`config.mk`:
```
export PLATFORM = sky130hd
export DESIGN_NAME = oc_dispatch_sched
export DESIGN_NICKNAME = d
export VERILOG_FILES = /design/src/rtl/oc_dispatch_sched.sv
export SDC_FILE = /design/constraint.sdc
export NUM_CORES = 1
export LEC_CHECK = 0
export BUFFER_PORTS_ARGS = -buffer_cell sky130_fd_sc_hd__buf_2
export CAP_MARGIN = 20
export CORE_AREA = 4 4 53 55
export CTS_BUF_LIST = sky130_fd_sc_hd__clkbuf_8
export CTS_CLUSTER_DIAMETER = 200
export DETAILED_ROUTE_END_ITERATION = 8
export DIE_AREA = 0 0 57 59
export PLACE_DENSITY = 0.7
export SYNTH_ARGS = -nofsm -noshare
export SYNTH_HDL_FRONTEND = slang
export SYNTH_SLANG_ARGS = --single-unit
```
`constraint.sdc`:
```
create_clock -name clk -period 1.6 [get_ports clk]
set_input_delay 0.16 -clock clk [delete_from_list [all_inputs] [get_ports clk]]
set_output_delay 0.16 -clock clk [all_outputs]
set_load 0.005 [all_outputs]
```
`src/rtl/oc_dispatch_sched.sv`:
```
// oc_dispatch_sched
// Dispatch scheduler between the four-entry operand collector and the ALU/MEM
// execution pipes. Each cycle it picks at most one ready entry per pipe with
// independent round-robin priority, releases the picked entries through the
// grant vectors, and registers the picked entry IDs for the EX stage.
// MEM issue is throttled by a credit counter of outstanding memory requests.
//
// Handshake: a grant bit is a one-cycle release of that collector entry. The
// collector drops RDY for the entry at the following edge, and EX sees
// Issue_Valid/Issue_OCID in that following cycle. There is no back-pressure
// path from EX other than ALU_Stall_Ex_Sched (ALU pipe) and the credit count
// (MEM pipe); both are judged on the current cycle's values only.
module oc_dispatch_sched #(
    parameter int MEM_CREDITS = 2
) (
    input  logic       clk,
    input  logic       rst,
    input  logic [3:0] RDY_OC_Sched,
    input  logic [3:0] MemOp_OC_Sched,
    input  logic       ALU_Stall_Ex_Sched,
    input  logic       MEM_Credit_Rtn_Sched,
    output logic [3:0] ALU_Grt_Sched_OC,
    output logic [3:0] MEM_Grt_Sched_OC,
    output logic       ALU_Issue_Valid_Sched_Ex,
    output logic [1:0] ALU_Issue_OCID_Sched_Ex,
    output logic       MEM_Issue_Valid_Sched_Ex,
    output logic [1:0] MEM_Issue_OCID_Sched_Ex,
    output logic [2:0] MEM_Credits_Sched
);

    localparam logic [2:0] CRED_MAX = 3'(MEM_CREDITS);

    logic [1:0] alu_ptr_q, alu_ptr_d;
    logic [1:0] mem_ptr_q, mem_ptr_d;
    logic [2:0] cnt_q, cnt_d;
    logic       alu_vld_q, alu_vld_d;
    logic [1:0] alu_ocid_q, alu_ocid_d;
    logic       mem_vld_q, mem_vld_d;
    logic [1:0] mem_ocid_q, mem_ocid_d;

    logic [3:0] alu_cand, mem_cand;
    logic       alu_hit, mem_hit;
    logic [1:0] alu_idx, mem_idx;
    logic [1:0] alu_probe, mem_probe;
    logic [3:0] alu_grt, mem_grt;

    // Split ready entries into the two pipes; an entry belongs to exactly one.
    always_comb begin
        alu_cand = RDY_OC_Sched & ~MemOp_OC_Sched;
        mem_cand = RDY_OC_Sched & MemOp_OC_Sched;
    end

    // ALU round-robin: first candidate at or after alu_ptr, suppressed by stall/reset.
    always_comb begin
        alu_hit   = 1'b0;
        alu_idx   = alu_ptr_q;
        alu_probe = alu_ptr_q;
        alu_grt   = 4'b0000;
        for (int k = 0; k < 4; k++) begin
            alu_probe = alu_ptr_q + 2'(k);
            if (!alu_hit && alu_cand[alu_probe]) begin
                alu_hit = 1'b1;
                alu_idx = alu_probe;
            end
        end
        if (!rst || ALU_Stall_Ex_Sched) begin
            alu_hit = 1'b0;
        end
        if (alu_hit) begin
            alu_grt[alu_idx] = 1'b1;
        end
    end

    // MEM round-robin: first candidate at or after mem_ptr, only with a credit in hand.
    always_comb begin
        mem_hit   = 1'b0;
        mem_idx   = mem_ptr_q;
        mem_probe = mem_ptr_q;
        mem_grt   = 4'b0000;
        for (int k = 0; k < 4; k++) begin
            mem_probe = mem_ptr_q + 2'(k);
            if (!mem_hit && mem_cand[mem_probe]) begin
                mem_hit = 1'b1;
                mem_idx = mem_probe;
            end
        end
        if (!rst || (cnt_q == 3'd0)) begin
            mem_hit = 1'b0;
        end
        if (mem_hit) begin
            mem_grt[mem_idx] = 1'b1;
        end
    end

    // Next-state for pointers, credit count and issue registers.
    always_comb begin
        alu_ptr_d  = alu_ptr_q;
        mem_ptr_d  = mem_ptr_q;
        cnt_d      = cnt_q;
        alu_vld_d  = alu_hit;
        mem_vld_d  = mem_hit;
        alu_ocid_d = alu_ocid_q;
        mem_ocid_d = mem_ocid_q;
        if (alu_hit) begin
            alu_ptr_d  = alu_idx + 2'd1;
            alu_ocid_d = alu_idx;
        end
        if (mem_hit) begin
            mem_ptr_d  = mem_idx + 2'd1;
            mem_ocid_d = mem_idx;
        end
        // A grant paired with a return cancels out; a lone return saturates at
        // the maximum so stale returns from before a reset are absorbed.
        if (mem_hit && !MEM_Credit_Rtn_Sched) begin
            cnt_d = cnt_q - 3'd1;
        end else if (!mem_hit && MEM_Credit_Rtn_Sched && (cnt_q < CRED_MAX)) begin
            cnt_d = cnt_q + 3'd1;
        end
    end

    // State registers with synchronous active-low reset.
    always_ff @(posedge clk) begin
        if (!rst) begin
            alu_ptr_q  <= 2'd0;
            mem_ptr_q  <= 2'd0;
            cnt_q      <= CRED_MAX;
            alu_vld_q  <= 1'b0;
            alu_ocid_q <= 2'd0;
            mem_vld_q  <= 1'b0;
            mem_ocid_q <= 2'd0;
        end else begin
            alu_ptr_q  <= alu_ptr_d;
            mem_ptr_q  <= mem_ptr_d;
            cnt_q      <= cnt_d;
            alu_vld_q  <= alu_vld_d;
            alu_ocid_q <= alu_ocid_d;
            mem_vld_q  <= mem_vld_d;
            mem_ocid_q <= mem_ocid_d;
        end
    end

    assign ALU_Grt_Sched_OC         = alu_grt;
    assign MEM_Grt_Sched_OC         = mem_grt;
    assign ALU_Issue_Valid_Sched_Ex = alu_vld_q;
    assign ALU_Issue_OCID_Sched_Ex  = alu_ocid_q;
    assign MEM_Issue_Valid_Sched_Ex = mem_vld_q;
    assign MEM_Issue_OCID_Sched_Ex  = mem_ocid_q;
    assign MEM_Credits_Sched        = cnt_q;

endmodule

```
==> results of run 1 <==
-- where the power goes --
part / total [mW] / switching, mW / internal [mW]
sequential: 0.416 / 0.0420 / 0.374
clock: 0.288 / 0.118 / 0.169
combinational: 0.628 / 0.299 / 0.329
-- cell families (layout without fill, tap and decap cells) --
kind of cell / after synthesis / after routing / share of synthesized area, %
AO/OA/AOI/OAI: 33 / 33 / 27.8
XOR/XNOR: 1 / 1 / 0.872
adder cells (fa/ha/maj): 9 / 9 / 11.2
buffers and inverters: 11 / 60 / 4.48
flip-flops: 13 / 13 / 25.9
multiplexers: 3 / 3 / 2.99
AND/OR/NAND/NOR: 48 / 48 / 26.8
-- layer usage --
metal | vias up | share of wire (%) | GRT usage [%]
met5 | - | 0 | 0
met4 | 0 | 1.1 | 2.98
met3 | 4 | 4.3 | 4.36
met2 | 27 | 56 | 33.8
met1 | 524 | 38 | 15.9
li1 | 528 | - | -
-- area by class of cell --
class,count,area share (%)
Multi-Input combinational cell,94,54.0
Timing Repair Buffer,50,21.7
Sequential cell,13,17.5
Clock buffer,3,2.63
Tap cell,30,2.39
Inverter,6,1.59
Clock inverter,1,0.239
-- registers in the layout, summed over array words and instances (netlist names) --
register and flops:
MEM_Issue_Valid_Sched_Ex 1, MEM_Credits_Sched 3, ALU_Issue_Valid_Sched_Ex 1, ALU_Issue_OCID_Sched_Ex 2, alu_ptr_q 2, mem_ptr_q 2, MEM_Issue_OCID_Sched_Ex 2
-- worst max-delay path, delay by kind of cell (launching register included) --
kind	cells	cell delay (ns)
AOI/OAI and AO/OA	2	0.43
adders and majority gates	1	0.14
buffers and inverters	2	0.15
DFF	1	0.35
and+or+nand+nor	2	0.33
-- layout by cell type, fill, tap and decap left out, types with 3 or more instances in the layout --
master and n:
dfxtp_2 5, nand2b_1 7, dfxtp_1 6, ha_2 5
nand3_1 3, buf_2 23, and2_1 3, nand2_2 3
nand2_1 10, buf_6 6, inv_1 5, nor2_1 3
o21ai_0 6, and3_1 3, ha_4 4, mux2i_1 3
clkbuf_8 3, buf_4 21, and2_4 5
-- final timing paths --
kind	startpoint	to
setup / recovery	mem_ptr_q[1]	MEM_Grt_Sched_OC[0]
hold / removal	rst	MEM_Issue_OCID_Sched_Ex[1]
setup reg to reg	MEM_Credits_Sched[2]	MEM_Credits_Sched[1]
hold reg to reg	MEM_Issue_OCID_Sched_Ex[0]	MEM_Issue_OCID_Sched_Ex[0]
-- what timing repair did --
item                                    CTS  global route
gates resized for setup                  19            29
endpoints found under the setup margin    9            12
pin swaps                                10            11
setup buffers                             4             2
==> metrics.txt, run 1 <==
outcome=complete, but fails checks; failing checks=setup timing; Tightest Pin Transition=0.387 ns; Max VDD drop=0.828 mV; Storage cell area=274 sq um; ys flop type=dfxtp_1; FFs w/ async S/R, synth=0%; Gate Count Post-Synth=118; leakage power=0.715 nW; Area Overhead vs Synth=56.3%; CP max stage cell=dfxtp_2; max-cap check violation count=0; Hold Crit Depth=3; crit path kind=reg2out; non-filler cells, final=197; Tcrit/Tclk final=113%; DIE HEIGHT=59 um; r2r setup slk=0.02 ns; Post-Syn Area per Cell=8.51 sq um; dpl cells=187; Seq/Total Area, Yosys=25.9%; Fin. Hold Viols=0; post-route core utilization=65.8%; Final nets=189; # diodes=0; Via density=5.50; DIE WIDTH=57 um; slowest stage delay, CP=0.35 ns; post-synthesis cell area=1000 sq um; CP Max Fanout=3; Worst setup EP type=output port; Synthesis Warnings=0; Hold Slack=0.268 ns; Place WS=-0.119 ns; CTS tree=yes; R2R cell count=6; CP required=1.44 ns; Pwr Density=848 nW/um^2; top cell type's share of synthesized area=25.9%; TritonCTS Buffers=3; slew margin rel.=74.1%; Synth Register Bits=13; Multi-input gate area=848 sq um; Net Count, Synth=139; Initial Util=42.1%; PortBufs=28; drt total wl=2780 um; die area=3360 sq um; count leader, synth=dfxtp_1; worst-path cell chain=inv_2, a32o_1, a21o_1, and2_4, ha_4, and3_4, buf_6; Clk pin slew, worst setup/hold paths=0.06 ns; Total GRT Usage=16.2%; via count=1083; unrepaired setup endpoints after global routing=yes; cts hold-fix bufs=0; CTS root buffer=clkbuf_8; # rows=18; Core Footprint=2390 sq um; fin area=1570 sq um; crit path DAT=1.65 ns; Fmax achieved=552 MHz; io pins=29; ratio of cells with drive above 1 in the final layout=55.7%; path type of the worst min-delay path=in2reg; largest cells by area after synthesis=dfxtp_1, ha_1, and2_1, nand2b_1, nand2_1; Initial DRC Count=22; largest net degree at the start of global routing=16; HPWL after detailed placement=1870 um; DRC=0; fin worst setup slack=-0.210 ns; crit start category=flip-flop; DP Area=1290 sq um; Tot Pwr=1.33 mW; first drt pass iteration count=4; first-pass GRT wire length=4370 um; Avg WL per Cell=14.1 um; H-tree levels=1; antenna violations before repair=0; GPL Wtd Cong=0.746; Final Setup Violations=8; total congestion overflow=0; post-synth cell types=42; Sum Neg Setup Slack=-1.45 ns; fill count=201; Setup Skew=0.00858 ns; Sink Count=13; worst-skew pair later-pin latency=0.25 ns; Tmin final=1.81 ns; CTS max path bufs=2; vias in the first global route=1084; Commonest cells post-synth=dfxtp_1, nand2_1, ha_1; EDFF count, synth=0; Slew Viols, Final=0; Synth area leader=dfxtp_1; Post-DRT Antenna Nets=0
No activity file was read; power rests on OpenSTA's default activity.
==> run 2, diff against run 1 <==
CELL_PAD_IN_SITES_DETAIL_PLACEMENT = 1   (was unset)
CELL_PAD_IN_SITES_GLOBAL_PLACEMENT = 1   (was unset)
CORE_AREA = 4 4 59 61   (was 4 4 53 55)
DIE_AREA = 0 0 63 65   (was 0 0 57 59)
PLACE_DENSITY = unset   (was 0.7)
PLACE_DENSITY_LB_ADDON = 0.1   (was unset)
==> run 2 against run 1 <==
Against the previous run:
- the run still ends with setup timing left
- first-iteration DRC count shrank 27%
- design area is 2.8% higher
- global-route usage up 0.95 points
- register-to-register slack barely moved
- non-clock buffer count grew 4
- clock power is essentially flat
- wire length up 20%
- worst setup slack got worse by 0.063 ns
- clock skew fell by 0.0064 ns
- cell count increased by 3.6%
==> metrics.txt, run 2 (synthesis gave the netlist of run 1 again) <==
Post-DRT Antenna Nets=0; crit path kind=reg2out; ratio of cells with drive above 1 in the final layout=55.6%; Fin. Hold Viols=0; PortBufs=28; H-tree levels=1; Tot Pwr=1.31 mW; CTS tree=yes; DP Area=1340 sq um; Tcrit/Tclk final=117%; DIE WIDTH=63 um; HPWL after detailed placement=2350 um; Pwr Density=811 nW/um^2; Worst setup EP type=output port; number of flip-flops in the largest register=3; crit start category=flip-flop; Initial Util=33.7%; Storage cell area=279 sq um; Multi-input gate area=846 sq um; CTS max path bufs=2; commonest non-fill, non-tap cells in the layout=buf_2, buf_4, nand2_1, nand2b_1; R2R cell count=6; die area=4100 sq um; failing checks=setup timing; # diodes=0; Area Overhead vs Synth=60.6%; Total GRT Usage=17.2%; slew margin rel.=73.5%; Slew Viols, Final=0; Sink Count=13; drt total wl=3340 um; fin worst setup slack=-0.273 ns; Via density=5.31; r2r setup slk=0.02 ns; # rows=20; Fmax achieved=534 MHz; GPL Wtd Cong=0.799; dpl cells=195; Tightest Pin Transition=0.396 ns; total congestion overflow=0; worst flop-to-flop path endpoint=MEM_Credits_Sched[1]; Final nets=193; TritonCTS Buffers=3; path type of the worst min-delay path=in2reg; worst-skew pair later-pin latency=0.24 ns; max-cap check violation count=0; non-filler cells, final=204; Initial DRC Count=16; Max VDD drop=0.430 mV; Core Footprint=2980 sq um; Hold Path Sink=MEM_Credits_Sched[0]; leakage power=0.749 nW; Clk pin slew, worst setup/hold paths=0.06 ns; launching point of the worst reg2reg path=MEM_Credits_Sched[2]; fin area=1610 sq um; outcome=complete, but fails checks; CP required=1.44 ns; largest net degree at the start of global routing=16; io pins=29; first-pass GRT wire length=5570 um; Place WS=-0.146 ns; crit path DAT=1.71 ns; vias in the first global route=1242; cts hold-fix bufs=0; most common cell after layout, fill and taps aside=buf_2; CP Max Fanout=4; first drt pass iteration count=4; antenna violations before repair=0; Avg WL per Cell=16.4 um; Setup Skew=0.00218 ns; via count=1083; HP Start=MEM_Credit_Rtn_Sched; CTS root buffer=clkbuf_8; fill count=350; Tmin final=1.87 ns; DRC=0; DIE HEIGHT=65 um; Hold Crit Depth=3; unrepaired setup endpoints after global routing=yes; Final Setup Violations=8; Sum Neg Setup Slack=-1.85 ns
## run 2: report_power, final
part | switching (mW) | total [mW] | internal [mW]
logic | 0.289 | 0.598 | 0.309
clock network | 0.121 | 0.291 | 0.170
registers | 0.0458 | 0.420 | 0.374
total | 0.456 | 1.31 | 0.853
## run 2: repair_timing
action                                  4_1_cts  5_1_grt
buffers inserted                              3        2
endpoints found under the setup margin       11       11
resized for setup                            34       15
pin swaps                                     9        7
## run 2: critical path: stages (launching register included)
cell     delay (ns)
dfxtp_2        0.36
and3b_1        0.19
o21ai_2        0.14
a21o_1         0.20
nand2_1        0.10
ha_1           0.22
and3_1         0.14
buf_2          0.12
## run 2: how the worst max path moves through the flow
stage,end,start,slack [ns],cells past startpoint
after floorplan,MEM_Credits_Sched[2],MEM_Credits_Sched[1],0.02,7
after global placement,ALU_Grt_Sched_OC[1],RDY_OC_Sched[3],-0.11,8
after detailed placement,ALU_Grt_Sched_OC[2],MemOp_OC_Sched[1],-0.15,8
after CTS,MEM_Grt_Sched_OC[3],mem_ptr_q[1],-0.23,7
after global routing,MEM_Grt_Sched_OC[2],mem_ptr_q[1],-0.35,7
final,MEM_Grt_Sched_OC[2],mem_ptr_q[1],-0.27,7
## run 2: area by class of cell
type,instances,area share (%)
Multi-Input combinational cell,94,52.4
Timing Repair Buffer,54,23.6
Sequential cell,13,17.3
Clock buffer,3,2.56
Tap cell,33,2.56
Inverter,6,1.40
Clock inverter,1,0.233
## run 2: stage by stage
stage,hold WS (ns),utilization [%]
after floorplan,0.444,-
after global placement,0.446,45.1
after detailed placement,0.449,45.1
after CTS,0.331,51.8
after global routing,0.356,54.2
final,0.330,54.2
## run 2: metal layers
layer  share of wire (%)  vias to the layer above  global-route usage, %  wire length [um]
li1                    -                      539                      -                 -
met1                  38                      512                   17.3              1270
met2                  57                       24                   35.2              1920
met3                 2.4                        8                   1.73                80
met4                 2.2                        0                   7.16                72
met5                   0                        -                      0                 0
==> run 3, diff against run 2 <==
BUFFER_PORTS_ARGS = -buffer_cell sky130_fd_sc_hd__clkbuf_2   (was -buffer_cell sky130_fd_sc_hd__buf_2)
CORE_AREA = 4 4 54 56   (was 4 4 59 61)
DIE_AREA = 0 0 58 60   (was 0 0 63 65)
clock period = 2.3 ns   (was 1.6 ns; I/O delays follow)
==> run 3 against run 2 <==
Against the previous run:
- global-route usage down 2.0 points
- combinational power down 56%
- highest routed layer unchanged
- wire length down 25%
- the flow now finishes without violations
- first-iteration DRC count grew 38%
- core utilization shrank 4.0 points
- non-clock buffer count decreased by 24
==> metrics.txt, run 3 (synthesis gave the netlist of run 1 again) <==
Place WS=0.295 ns; Final nets=169; crit path DAT=1.85 ns; DRC=0; launching point of the worst reg2reg path=MEM_Credits_Sched[1]; Post-DRT Antenna Nets=0; ratio of cells with drive above 1 in the final layout=26.5%; DIE WIDTH=58 um; PortBufs=28; Total GRT Usage=15.2%; CTS tree=yes; Flop pwr share=38.6%; total congestion overflow=0; drt total wl=2500 um; r2r setup slk=0.54 ns; crit start category=flip-flop; Setup Skew=0.00240 ns; R2R cell count=7; CP Max Fanout=5; Int Power=0.495 mW; Crit path buffers/inverters=2; first drt pass iteration count=4; CTS max path bufs=2; worst-path cell chain=nor3b_1, a311oi_1, o21ai_0, inv_1, ha_1, and2_1, clkbuf_2; delay-heaviest family, CP=compound AO/OA/AOI/OAI gates; Hold Path Sink=MEM_Credits_Sched[0]; crit path kind=reg2out; Storage cell area=260 sq um; Max VDD drop=0.457 mV; sw frac=33.9%; Avg WL per Cell=14.1 um; slew margin rel.=69.0%; CP max stage cell=dfxtp_1; Final Setup Violations=0; antenna violations before repair=0; vias in the first global route=921; Tot Pwr=0.749 mW; Core Footprint=2430 sq um; worst-skew pair later-pin latency=0.24 ns; Initial Util=41.3%; Area Overhead vs Synth=21.4%; TritonCTS Buffers=3; Fin. Hold Viols=0; Tcrit/Tclk final=90.3%; Via density=5.49; via count=971; cts repair resizes=0; commonest non-fill, non-tap cells in the layout=clkbuf_2, dfxtp_1, nand2_1, ha_1; HPWL after detailed placement=1980 um; Fmax achieved=481 MHz; DIE HEIGHT=60 um; Worst setup EP type=output port; Slew Viols, Final=0; first-pass GRT wire length=4130 um; outcome=completed; Sink Count=13; Gate power share=35.1%; leakage power=0.597 nW; H-tree levels=1; # rows=18; # diodes=0; fill count=310; slowest stage delay, CP=0.35 ns; fin worst setup slack=0.223 ns; Pwr Density=614 nW/um^2; unrepaired setup endpoints after global routing=no; cts hold-fix bufs=0; clock group share of total power=26.4%; Post-CTS Setup Bufs=0; die area=3480 sq um; GPL Wtd Cong=0.809; NetSw=0.254 mW; Clk pin slew, worst setup/hold paths=0.05 ns; path type of the worst min-delay path=in2reg; HP Start=MEM_Credit_Rtn_Sched; CTS root buffer=clkbuf_8; Hold Crit Depth=3; most common cell after layout, fill and taps aside=clkbuf_2; max-cap check violation count=0; Sum Neg Setup Slack=0 ns; io pins=29; Tightest Pin Transition=0.461 ns; Initial DRC Count=22; largest net degree at the start of global routing=19; Tmin final=2.08 ns; CP required=2.07 ns; worst flop-to-flop path endpoint=MEM_Credits_Sched[2]; number of flip-flops in the largest register=3; Multi-input gate area=699 sq um
-- run 3: cell count changes in the layout (fill, tap and decap cells not counted), sizes merged --
cell    delta
buf       -52
clkbuf    +28
-- run 3: per-layer routing --
metal | up-vias | wire [um] | global-route usage (%)
met2 | 18 | 1270 | 27.9
met3 | 4 | 88 | 1.51
li1 | 490 | - | -
met1 | 459 | 1090 | 18.5
met4 | 0 | 44 | 4.97
met5 | - | 0 | 0
-- run 3: stage by stage --
| stage | hold slack, ns | cell area, sq um | util, % | instances |
|---|---|---|---|---|
| 2_1_floorplan | 0.451 | 1000 | - | 118 |
| 3_3_place_gp | 0.449 | 1170 | 48.3 | 173 |
| 3_5_place_dp | 0.452 | 1170 | 48.3 | 173 |
| 4_1_cts | 0.421 | 1220 | 50.2 | 177 |
| 5_1_grt | 0.456 | 1220 | 50.2 | 177 |
| 6_report | 0.420 | 1220 | 50.2 | 177 |
-- run 3: worst max path at each step --
stage	start	endpoint	slack, ns	depth (start not counted)
5_1_grt	mem_ptr_q[1]	MEM_Grt_Sched_OC[0]	0.06	7
2_1_floorplan	MEM_Credits_Sched[1]	MEM_Credits_Sched[2]	0.62	7
4_1_cts	alu_ptr_q[0]	ALU_Grt_Sched_OC[1]	0.19	7
3_3_place_gp	MemOp_OC_Sched[0]	ALU_Grt_Sched_OC[3]	0.37	8
6_report	alu_ptr_q[0]	ALU_Grt_Sched_OC[1]	0.22	7
3_5_place_dp	MemOp_OC_Sched[0]	ALU_Grt_Sched_OC[2]	0.29	8
-- run 3: power by group through the flow --
stage / Sequential [mW] / Combinational (mW) / Clock, mW
after CTS: 0.289 / 0.268 / 0.205
after global placement: 0.292 / 0.255 / 0
after floorplan: 0.287 / 0.176 / 0
final: 0.289 / 0.263 / 0.197
after global routing: 0.295 / 0.303 / 0.214
after detailed placement: 0.294 / 0.265 / 0
-- run 3: tightest hold or removal path, delay by kind of cell --
kind | cells | cell delay (ns)
buffers and inverters | 1 | 0.15
AOI/OAI and AO/OA | 2 | 0.22
-- run 3: cell type report --
type / instances / share of cell area (%)
inverters: 6 / 1.85
clock inverters: 1 / 0.308
flip-flops and latches: 13 / 21.3
well taps: 30 / 3.08
multi-input cells: 94 / 57.3
clock buffers: 3 / 3.38
repair buffers: 30 / 12.7
